<file path="src/rtl/runner_physics_core.sv">
// Per-frame runner player physics: lane moves, RUN/AIR/DUCK/DEAD FSM, obstacle snapshot, score/progress.
// Optional macro DOUBLE_JUMP_EN adds one extra mid-air jump per airborne phase.
module runner_physics_core #(
    parameter int NUM_LANES         = 3,
    parameter int HEIGHT_W          = 16,
    parameter int HALF_BLOCK_LENGTH = 64,
    parameter int SPEED             = 4,
    parameter int GRAVITY           = 2,
    parameter int JUMP_VELOCITY     = 20,
    parameter int DUCK_LIMIT        = 15,
    parameter int GROUND            = -128,
    parameter int TRAIN_HEIGHT      = 64,
    parameter int MARGIN            = 10,
    localparam int LANE_W           = $clog2(NUM_LANES),
    localparam int PROG_W           = $clog2(HALF_BLOCK_LENGTH)
) (
    input  logic                       clk,
    input  logic                       rst,
    input  logic                       new_frame,
    input  logic                       obstacle_valid,
    input  logic [2:0]                 obstacle_type,
    input  logic [LANE_W-1:0]          obstacle_lane,
    input  logic                       firstrow,
    input  logic                       duck,
    input  logic                       jump,
    input  logic                       left,
    input  logic                       right,
    output logic [1:0]                 state,
    output logic                       game_over,
    output logic [LANE_W-1:0]          player_lane,
    output logic signed [HEIGHT_W-1:0] player_height,
    output logic [15:0]                player_score,
    output logic [PROG_W-1:0]          half_block_progress
);
    localparam int TIMER_W = $clog2(DUCK_LIMIT + 1);
    localparam logic [1:0] S_RUN  = 2'd0;
    localparam logic [1:0] S_AIR  = 2'd1;
    localparam logic [1:0] S_DUCK = 2'd2;
    localparam logic [1:0] S_DEAD = 2'd3;

    localparam logic signed [HEIGHT_W:0] L_GROUND    = (HEIGHT_W+1)'(GROUND);
    localparam logic signed [HEIGHT_W:0] L_ROOF      = (HEIGHT_W+1)'(GROUND + TRAIN_HEIGHT);
    localparam logic signed [HEIGHT_W:0] L_MARGIN    = (HEIGHT_W+1)'(MARGIN);
    localparam logic signed [HEIGHT_W:0] L_LOW_CLEAR = (HEIGHT_W+1)'(GROUND + HALF_BLOCK_LENGTH/2);
    localparam logic signed [7:0]        L_JUMP_V    = 8'(JUMP_VELOCITY);
    localparam logic signed [7:0]        L_GRAV      = 8'(GRAVITY);

    logic [1:0]                 r_state, w_state_n;
    logic [LANE_W-1:0]          r_lane, w_lane_n;
    logic signed [HEIGHT_W-1:0] r_height, w_height_n;
    logic signed [7:0]          r_vel, w_vel_n;
    logic [15:0]                r_score, w_score_n;
    logic [PROG_W-1:0]          r_prog, w_prog_n;
    logic [TIMER_W-1:0]         r_timer, w_timer_n;
    logic [3:0]                 r_snap;
    logic                       r_ff_used, w_ff_n;

    logic                       w_hit, w_crash, w_ff_fire, w_dj_fire;
    logic [3:0]                 w_obs_bits;
    logic signed [HEIGHT_W:0]   w_h_ext, w_ground, w_floor_min, w_h_air, w_v_ext;
    logic signed [7:0]          w_v_air;
    logic [16:0]                w_score_sum;
    logic [PROG_W:0]            w_prog_sum;

`ifdef DOUBLE_JUMP_EN
    logic                       r_dj_used, w_dj_n;
    assign w_dj_fire = jump && !duck && !r_dj_used;
`else
    assign w_dj_fire = 1'b0;
`endif

    // Snapshot bits: [0] low, [1] high, [2] mid, [3] train.
    always_comb begin
        w_obs_bits = '0;
        case (obstacle_type)
            3'd1:    w_obs_bits[0] = 1'b1;
            3'd2:    w_obs_bits[1] = 1'b1;
            3'd3:    w_obs_bits[2] = 1'b1;
            3'd4:    w_obs_bits[3] = 1'b1;
            default: w_obs_bits = '0;
        endcase
    end

    assign w_hit       = obstacle_valid && firstrow && (obstacle_lane == r_lane);
    assign w_h_ext     = {r_height[HEIGHT_W-1], r_height};
    assign w_ground    = r_snap[3] ? L_ROOF : L_GROUND;
    assign w_floor_min = w_ground - L_MARGIN;
    assign w_ff_fire   = duck && !r_ff_used;
    assign w_v_air     = r_vel - L_GRAV - (w_ff_fire ? L_JUMP_V : 8'sd0);
    assign w_v_ext     = {{(HEIGHT_W-7){w_v_air[7]}}, w_v_air};
    assign w_h_air     = w_h_ext + w_v_ext;
    assign w_score_sum = {1'b0, r_score} + 17'(SPEED);
    assign w_prog_sum  = {1'b0, r_prog} + (PROG_W+1)'(SPEED);

    // Barriers only bite when the player is centred on the block; the train bites whenever too low.
    assign w_crash = ((r_prog == PROG_W'(HALF_BLOCK_LENGTH/2)) &&
                      ((r_snap[0] && !(w_h_ext > L_LOW_CLEAR)) ||
                       (r_snap[1] && (r_state != S_DUCK)) ||
                       (r_snap[2] && !(w_h_ext > L_LOW_CLEAR) && (r_state != S_DUCK)))) ||
                     (r_snap[3] && (w_h_ext < w_floor_min));

    always_comb begin
        w_state_n  = r_state;
        w_lane_n   = r_lane;
        w_height_n = r_height;
        w_vel_n    = r_vel;
        w_score_n  = r_score;
        w_prog_n   = r_prog;
        w_timer_n  = r_timer;
        w_ff_n     = r_ff_used;
`ifdef DOUBLE_JUMP_EN
        w_dj_n     = r_dj_used;
`endif
        if (w_crash) begin
            w_state_n = S_DEAD;
        end else begin
            w_score_n = w_score_sum[16] ? 16'hFFFF : w_score_sum[15:0];
            w_prog_n  = (w_prog_sum >= (PROG_W+1)'(HALF_BLOCK_LENGTH)) ? '0 : w_prog_sum[PROG_W-1:0];
            if (left && !right && (r_lane != '0))
                w_lane_n = r_lane - LANE_W'(1);
            else if (right && !left && (r_lane != LANE_W'(NUM_LANES-1)))
                w_lane_n = r_lane + LANE_W'(1);
            case (r_state)
                S_RUN: begin
                    if (duck) begin
                        w_state_n = S_DUCK;
                        w_timer_n = TIMER_W'(DUCK_LIMIT);
                    end else if (jump) begin
                        w_state_n  = S_AIR;
                        w_vel_n    = L_JUMP_V;
                        w_height_n = r_height + HEIGHT_W'(JUMP_VELOCITY);
                    end else if (w_h_ext > w_ground) begin
                        w_state_n = S_AIR;
                        w_vel_n   = '0;
                    end else if ((w_h_ext >= w_floor_min) && (w_h_ext < w_ground)) begin
                        w_height_n = w_ground[HEIGHT_W-1:0];
                    end
                end
                S_AIR: begin
                    if (w_dj_fire) begin
                        w_vel_n = L_JUMP_V;
`ifdef DOUBLE_JUMP_EN
                        w_dj_n  = 1'b1;
`endif
                    end else if (w_h_air <= w_ground) begin
                        if (w_h_air >= w_floor_min) begin
                            w_state_n  = S_RUN;
                            w_height_n = w_ground[HEIGHT_W-1:0];
                            w_vel_n    = '0;
                            w_ff_n     = 1'b0;
`ifdef DOUBLE_JUMP_EN
                            w_dj_n     = 1'b0;
`endif
                        end else begin
                            w_state_n = S_DEAD;
                        end
                    end else begin
                        w_height_n = w_h_air[HEIGHT_W-1:0];
                        w_vel_n    = w_v_air;
                        if (w_ff_fire) w_ff_n = 1'b1;
                    end
                end
                S_DUCK: begin
                    if (r_timer == TIMER_W'(1)) begin
                        if (duck) begin
                            w_timer_n = TIMER_W'(DUCK_LIMIT);
                        end else begin
                            w_state_n = S_RUN;
                            w_timer_n = '0;
                        end
                    end else begin
                        w_timer_n = r_timer - TIMER_W'(1);
                    end
                end
                default: w_state_n = r_state;
            endcase
        end
    end

    always_ff @(posedge clk) begin
        if (!rst) begin
            r_state   <= S_RUN;
            r_lane    <= LANE_W'(NUM_LANES/2);
            r_height  <= L_GROUND[HEIGHT_W-1:0];
            r_vel     <= '0;
            r_score   <= '0;
            r_prog    <= '0;
            r_timer   <= '0;
            r_snap    <= '0;
            r_ff_used <= 1'b0;
`ifdef DOUBLE_JUMP_EN
            r_dj_used <= 1'b0;
`endif
        end else begin
            // A same-cycle obstacle seeds the fresh snapshot rather than the frame being processed.
            if (new_frame)
                r_snap <= w_hit ? w_obs_bits : '0;
            else if (w_hit)
                r_snap <= r_snap | w_obs_bits;
            if (new_frame && (r_state != S_DEAD)) begin
                r_state   <= w_state_n;
                r_lane    <= w_lane_n;
                r_height  <= w_height_n;
                r_vel     <= w_vel_n;
                r_score   <= w_score_n;
                r_prog    <= w_prog_n;
                r_timer   <= w_timer_n;
                r_ff_used <= w_ff_n;
`ifdef DOUBLE_JUMP_EN
                r_dj_used <= w_dj_n;
`endif
            end
        end
    end

    assign state               = r_state;
    assign game_over           = (r_state == S_DEAD);
    assign player_lane         = r_lane;
    assign player_height       = r_height;
    assign player_score        = r_score;
    assign half_block_progress = r_prog;
endmodule
</file>
<file path="config.mk">
export PLATFORM = sky130hd
export DESIGN_NAME = runner_physics_core
export DESIGN_NICKNAME = d
export VERILOG_FILES = /design/src/rtl/runner_physics_core.sv
export SDC_FILE = /design/constraint.sdc
export NUM_CORES = 1
export LEC_CHECK = 0
export ABC_AREA = 1
export BUFFER_PORTS_ARGS = -buffer_cell sky130_fd_sc_hd__buf_2
export CAP_MARGIN = 20
export CELL_PAD_IN_SITES_DETAIL_PLACEMENT = 1
export CELL_PAD_IN_SITES_GLOBAL_PLACEMENT = 1
export CORE_MARGIN = 4
export CORE_UTILIZATION = 38
export CTS_BUF_LIST = sky130_fd_sc_hd__clkbuf_8
export DETAILED_ROUTE_END_ITERATION = 7
export GPL_ROUTABILITY_DRIVEN = 0
export PLACE_DENSITY_LB_ADDON = 0.1
export SLEW_MARGIN = 40
export SYNTH_ARGS = -nofsm -noshare
export SYNTH_HDL_FRONTEND = slang
export SYNTH_SLANG_ARGS = --single-unit
</file>
<file path="constraint.sdc">
create_clock -name clk -period 4.2 [get_ports clk]
set_input_delay 0.63 -clock clk [delete_from_list [all_inputs] [get_ports clk]]
set_output_delay 0.63 -clock clk [all_outputs]
set_load 0.05 [all_outputs]
</file>
==> results of run 1 <==
==> power groups by stage <==
stage | logic (uW) | clock network (uW) | registers (uW)
after floorplan | 2310 | 0 | 999
after global placement | 3810 | 0 | 815
after detailed placement | 3920 | 0 | 825
after CTS | 4080 | 389 | 814
after global routing | 5040 | 410 | 842
final | 4580 | 379 | 828
==> registers in the layout (all words and copies together), names as in the netlist <==
name,count
half_block_progress,4
player_height,16
player_lane,2
player_score,15
r_ff_used,1
r_snap,4
r_timer,4
r_vel,7
state,2
==> logic make-up (layout without fill, tap and decap cells) <==
family	Yosys count	after routing	synth area share, %
adders and majority gates	37	37	9.46
and+or+nand+nor	428	433	38.9
DFF	55	55	22.5
buffers and inverters	140	241	11.4
other	1	2	0.0766
xor gates and xnor gates	31	31	5.55
AOI/OAI and AO/OA	111	111	12.1
==> synthesized netlist by cell type (4+ instances only) <==
cell type / instances / area (um^2)
a21oi_1: 54 / 270
and2_1: 4 / 25.0
buf_2: 5 / 25.0
clkbuf_1: 6 / 22.5
dfxtp_1: 55 / 1100
ha_1: 37 / 463
inv_1: 116 / 435
inv_2: 4 / 15.0
nand2_1: 228 / 856
nand2_2: 8 / 50.1
nand3_1: 63 / 315
nand4_1: 13 / 81.3
nor2_1: 74 / 278
nor3_1: 15 / 75.1
nor4_1: 4 / 25.0
o21ai_0: 42 / 210
xnor2_1: 10 / 87.6
xor2_1: 21 / 184
==> worst min-delay path by stage <==
stage,start,end,slack (ps)
after floorplan,r_ff_used,r_ff_used,440
after global placement,r_ff_used,r_ff_used,450
after detailed placement,r_ff_used,r_ff_used,470
after CTS,r_ff_used,r_ff_used,480
after global routing,r_snap[2],r_snap[2],510
final,r_ff_used,r_ff_used,480
==> cell type report <==
cell class              count  area, um^2
clock buffers               5        68.8
clock inverters             3        42.5
fillers                  1763        6400
inverters                 122         459
multi-input cells         614        3610
flip-flops and latches     55        1100
well taps                 172         215
repair buffers            111         727
==> layer usage <==
layer,share of wire [%],vias to the layer above
met1,44,2709
met2,51,91
met4,1.5,0
met5,0,-
met3,3.2,15
li1,-,2781
==> repair_timing <==
action	CTS	global route
endpoints found under the setup margin	26	26
setup buffers	2	7
gates cloned	2	3
pin swaps	5	23
resized for setup	16	59
==> layout by cell type, fill, tap and decap left out, drive strengths merged, types with 5 or more instances in the layout <==
cell type / instances
nand2: 239
inv: 122
buf: 111
nor2: 79
nand3: 71
dfxtp: 55
a21oi: 55
o21ai: 45
ha: 37
xor2: 21
nor3: 17
nand4: 14
xnor2: 10
clkbuf: 5
nor4: 5
==> metrics by stage <==
stage	worst slack [ps]	setup TNS [ps]	power (uW)	hold slack, ps
after floorplan	248	0	3300	439
after detailed placement	-521	-11570	4750	469
final	143	0	5790	476
after global routing	-79.4	-558	6290	512
after global placement	-428	-8990	4630	451
after CTS	6.65	0	5290	485
==> critical path: stages <==
cell and delay [ps]:
buf_2 120, nand2_4 90, inv_2 50, buf_4 130
nand2_2 80, nand2_2 80, nor2_4 120, o21ai_2 90
a211o_1 310, xor2_2 170, inv_2 110, buf_4 200
ha_4 300, nand2_1 100, nor2_1 210, nand3_2 150
nand3_1 100, nand2_1 50, nand2_1 140, nand3_4 120
nor2_4 140, nand2_4 90, nand2_4 100, buf_4 130
nand2_2 80, nor2_1 140, nand3_1 80, a21oi_1 170
==> impl_metrics.json, run 1 <==
{
  "worstSkewPairLatency_ps": 330,
  "worstMarginPinSlew_ps": 752,
  "p_int_uw": 2570,
  "powerDensity_nw_per_um2": 930,
  "power.share.clock_pct": 6.5,
  "port_buffers": 54,
  "hpwlAfterDp_um": 13300,
  "die_w_um": 122,
  "grt_usage_pct": 23.3,
  "drc": 0,
  "io_pins": 57,
  "cts_tree": "yes",
  "irDropWorstVdd_v": 0.000304,
  "fin_crit_ps": 4060,
  "grt_pass1_wl_um": 27800,
  "finalCritPeriodShare_pct": 96.6,
  "cts_buffers": 5,
  "r2r_start": "r_ff_used",
  "synth_warnings": 0,
  "busiest_layer": "met2",
  "grt_max_degree": 29,
  "cp-startpoint": "duck",
  "cp_max_fo": 6,
  "cts-root-buf": "clkbuf_8",
  "dr.pass1.iters": 5,
  "fin_skew_ps": 12.7,
  "placed_area_um2": 5660,
  "wl_um": 17800,
  "n_antenna_cell": 0,
  "hold_viol_final": 0,
  "dp_cells": 1060,
  "cp_data_arrival_time_ps": 4310,
  "drive_gt1_share_pct": 23.2,
  "cap_viol_max_count": 0,
  "core_area_um2": 12600,
  "worstPathRequired_ps": 4450,
  "hold_class": "register to register",
  "ys_types": 44,
  "utilization_pct": 49.3,
  "synth_cells": 803,
  "max_slew_margin_pct": 49.9,
  "met3_usage_pct": 2.94,
  "r2r_end": "r_vel[7]",
  "start_util_pct": 38.8,
  "die_h_um": 122,
  "syn_avg_cell_area_um2": 6.10,
  "setup_viol": 0,
  "comb_power_share_pct": 79.2,
  "grt_pass1_vias": 5657,
  "endpoint": "r_vel[7]",
  "outcome": "completed",
  "p_sw_uw": 3220,
  "netlist_area_um2": 4900,
  "startpoint_type": "input port",
  "clk_pin_slew_ps": 110,
  "cp-end-kind": "register",
  "clock.fmax_mhz": 246,
  "ys_ff_latch": 55,
  "ctsHoldBuffers": 0,
  "slew_viol_final": 0,
  "grt_use_met1_pct": 29.4,
  "power_frac_seq_pct": 14.3,
  "final_area_um2": 6220,
  "cts_num_sinks": 55,
  "fin_cells": 1082,
  "r2r_cells": 28,
  "nNetsFinal": 960,
  "via_per_inst": 5.17,
  "drt.antenna.violating_nets": 0,
  "critical_path_class": "input port to register",
  "ys.flop_type": "dfxtp_1",
  "leakage_uw": 0.00310,
  "synthArstFlopShare_pct": 0,
  "grtUsageMet2_pct": 42.4,
  "reg2reg_slack_ps": 200,
  "clk_path_buf_depth": 2,
  "yosysSeqAreaShare_pct": 22.5,
  "htreeDepth": 2,
  "p_sw_share_pct": 55.6,
  "avgRoutedWirePerCell_um": 16.4,
  "vias": 5596,
  "whs_path_depth": 2,
  "synth_edf_count": 0,
  "area_growth_pct": 27.1,
  "grt_overflow": 0,
  "antenna_found_initial": 0,
  "die_area_um2": 14800,
  "rows": 41,
  "drtIter0Drc": 263
}
Power figures use the tool's default switching activity.
==> run 2, diff against run 1 <==
--- a/config.mk
+++ b/config.mk
@@ -16,6 +16,7 @@
 export DETAILED_ROUTE_END_ITERATION = 7
 export GPL_ROUTABILITY_DRIVEN = 0
 export PLACE_DENSITY_LB_ADDON = 0.1
+export SETUP_SLACK_MARGIN = 0.5
 export SLEW_MARGIN = 40
 export SYNTH_ARGS = -nofsm -noshare
 export SYNTH_HDL_FRONTEND = slang
==> constraint.sdc (replaced) <==
create_clock -name clk -period 3.3 [get_ports clk]
set_input_delay 0.495 -clock clk [delete_from_list [all_inputs] [get_ports clk]]
set_output_delay 0.495 -clock clk [all_outputs]
set_load 0.05 [all_outputs]
==> impl_metrics.json, run 2 (synthesis results as in run 1) <==
{
  "cp-end-kind": "register",
  "die_w_um": 122,
  "start_util_pct": 38.8,
  "cts-root-buf": "clkbuf_8",
  "fin_ws_ps": -1030,
  "fin_crit_ps": 4330,
  "die_area_um2": 14800,
  "wl_met1_um": 8910,
  "dr.pass1.iters": 5,
  "worstPathRequired_ps": 3510,
  "top_layer_used": "met4",
  "finalCritPeriodShare_pct": 131,
  "critical_path_class": "register to register",
  "finalSetupTns_ps": -22910,
  "outcome": "finished with violations",
  "drt.antenna.violating_nets": 0,
  "ctsHoldBuffers": 0,
  "fin_hold_ws_ps": 472,
  "htreeDepth": 2,
  "setup_viol": 26,
  "grt_pass1_wl_um": 31800,
  "hold_class": "input port to register",
  "final_cell_mix": "nand2_1 (174), inv_1 (103), buf_4 (101)",
  "grt_max_degree": 29,
  "rsz0062_at_grt": "true",
  "vias": 6201,
  "cp_max_fo": 4,
  "clk_pin_slew_ps": 120,
  "n_antenna_cell": 0,
  "cp_data_arrival_time_ps": 4540,
  "hpwlAfterDp_um": 13900,
  "io_pins": 57,
  "antenna_found_initial": 0,
  "met2_length_um": 11800,
  "nNetsFinal": 1013,
  "cts_num_sinks": 55,
  "avgRoutedWirePerCell_um": 20.1,
  "max_slew_margin_pct": 55.7,
  "grt_overflow": 0,
  "grt_usage_pct": 27.2,
  "rows": 41,
  "wl_um": 22800,
  "clk_path_buf_depth": 2,
  "drtIter0Drc": 381,
  "area_growth_pct": 48.9,
  "drive_gt1_share_pct": 37.2,
  "dp_cells": 1089,
  "fin_skew_ps": 11.2,
  "hold_viol_final": 0,
  "utilization_pct": 57.8,
  "via_per_inst": 5.46,
  "worstSkewPairLatency_ps": 350,
  "route.met3.wl_um": 829,
  "grt_pass1_vias": 6202,
  "die_h_um": 122,
  "layout.cells.most_common": "nand2_1",
  "clock.fmax_mhz": 231,
  "slew_viol_final": 0,
  "startpoint_type": "register",
  "drc": 0,
  "port_buffers": 54,
  "fin_cells": 1135,
  "violations": "negative setup slack",
  "cts_buffers": 5,
  "worstMarginPinSlew_ps": 664,
  "core_area_um2": 12600,
  "cts_tree": "yes",
  "largest_register_ffs": 16,
  "cap_viol_max_count": 0
}
run 2: cell count changes in the layout (fill, tap and decap cells not counted), sizes merged:
cell and delta:
buf +54, clkbuf +1, clkinv -1, clkinvlp +1, inv +1, nand2 -1
nand3 -3, nor2 +1
run 2: per-stage QoR:
step                worst slack [ps]  area, um^2
floorplan                       -289        5000
CTS                             -587        6670
detailed placement             -1060        5970
finish                         -1030        7290
global placement                -945        5970
global route                   -1120        7290
run 2: path summary, 6_finish.rpt:
path / start / end / slack (ps) / cells after the start
max: r_ff_used / r_ff_used / -1030 / 27
min: new_frame / r_snap[3] / 470 / 4
max reg2reg: r_ff_used / r_ff_used / -1030 / 27
min reg2reg: player_score[0] / player_score[0] / 500 / 1
run 2: metal layers:
metal	up-vias	GRT usage (%)
li1	2883	-
met1	3018	31.5
met2	208	49.4
met3	92	3.96
met4	0	12.0
met5	-	0
run 2: repair_timing:
item	in CTS	in global routing
pin swaps	23	56
resized for setup	86	118
buffers inserted	22	12
cloned	2	2
endpoints found under the setup margin	29	50
run 2: cell type report:
cell class                 count  area (um^2)
inverter                     122          475
clock inverter                 3         50.0
tap                          172          215
clock buffer                   5         68.8
multi-input combinational    611         4170
sequential                    55         1110
timing repair buffer         166         1190
fill                        1690         5330
timing repair inverter         1         7.51
run 2: worst max-delay path, stage by stage (launching register included):
cell	delay [ps]
dfxtp_2	370
inv_2	60
nand2_8	100
xor2_4	230
ha_4	210
o21ai_4	80
a211o_1	360
xor2_4	270
clkinvlp_4	270
ha_4	400
nand2_4	80
inv_1	60
nand2_1	70
nand2_2	90
inv_2	50
nand3b_1	120
nand2_2	110
buf_6	140
inv_1	80
nand2_2	70
nor2_4	140
nand2_4	90
buf_4	140
nand3_2	90
buf_4	140
nand3_1	120
nand2_1	140
a21oi_1	100
Power of run 2 is not shown: default switching activity piles up to over one toggle a cycle in this logic, so the estimate is an artifact.
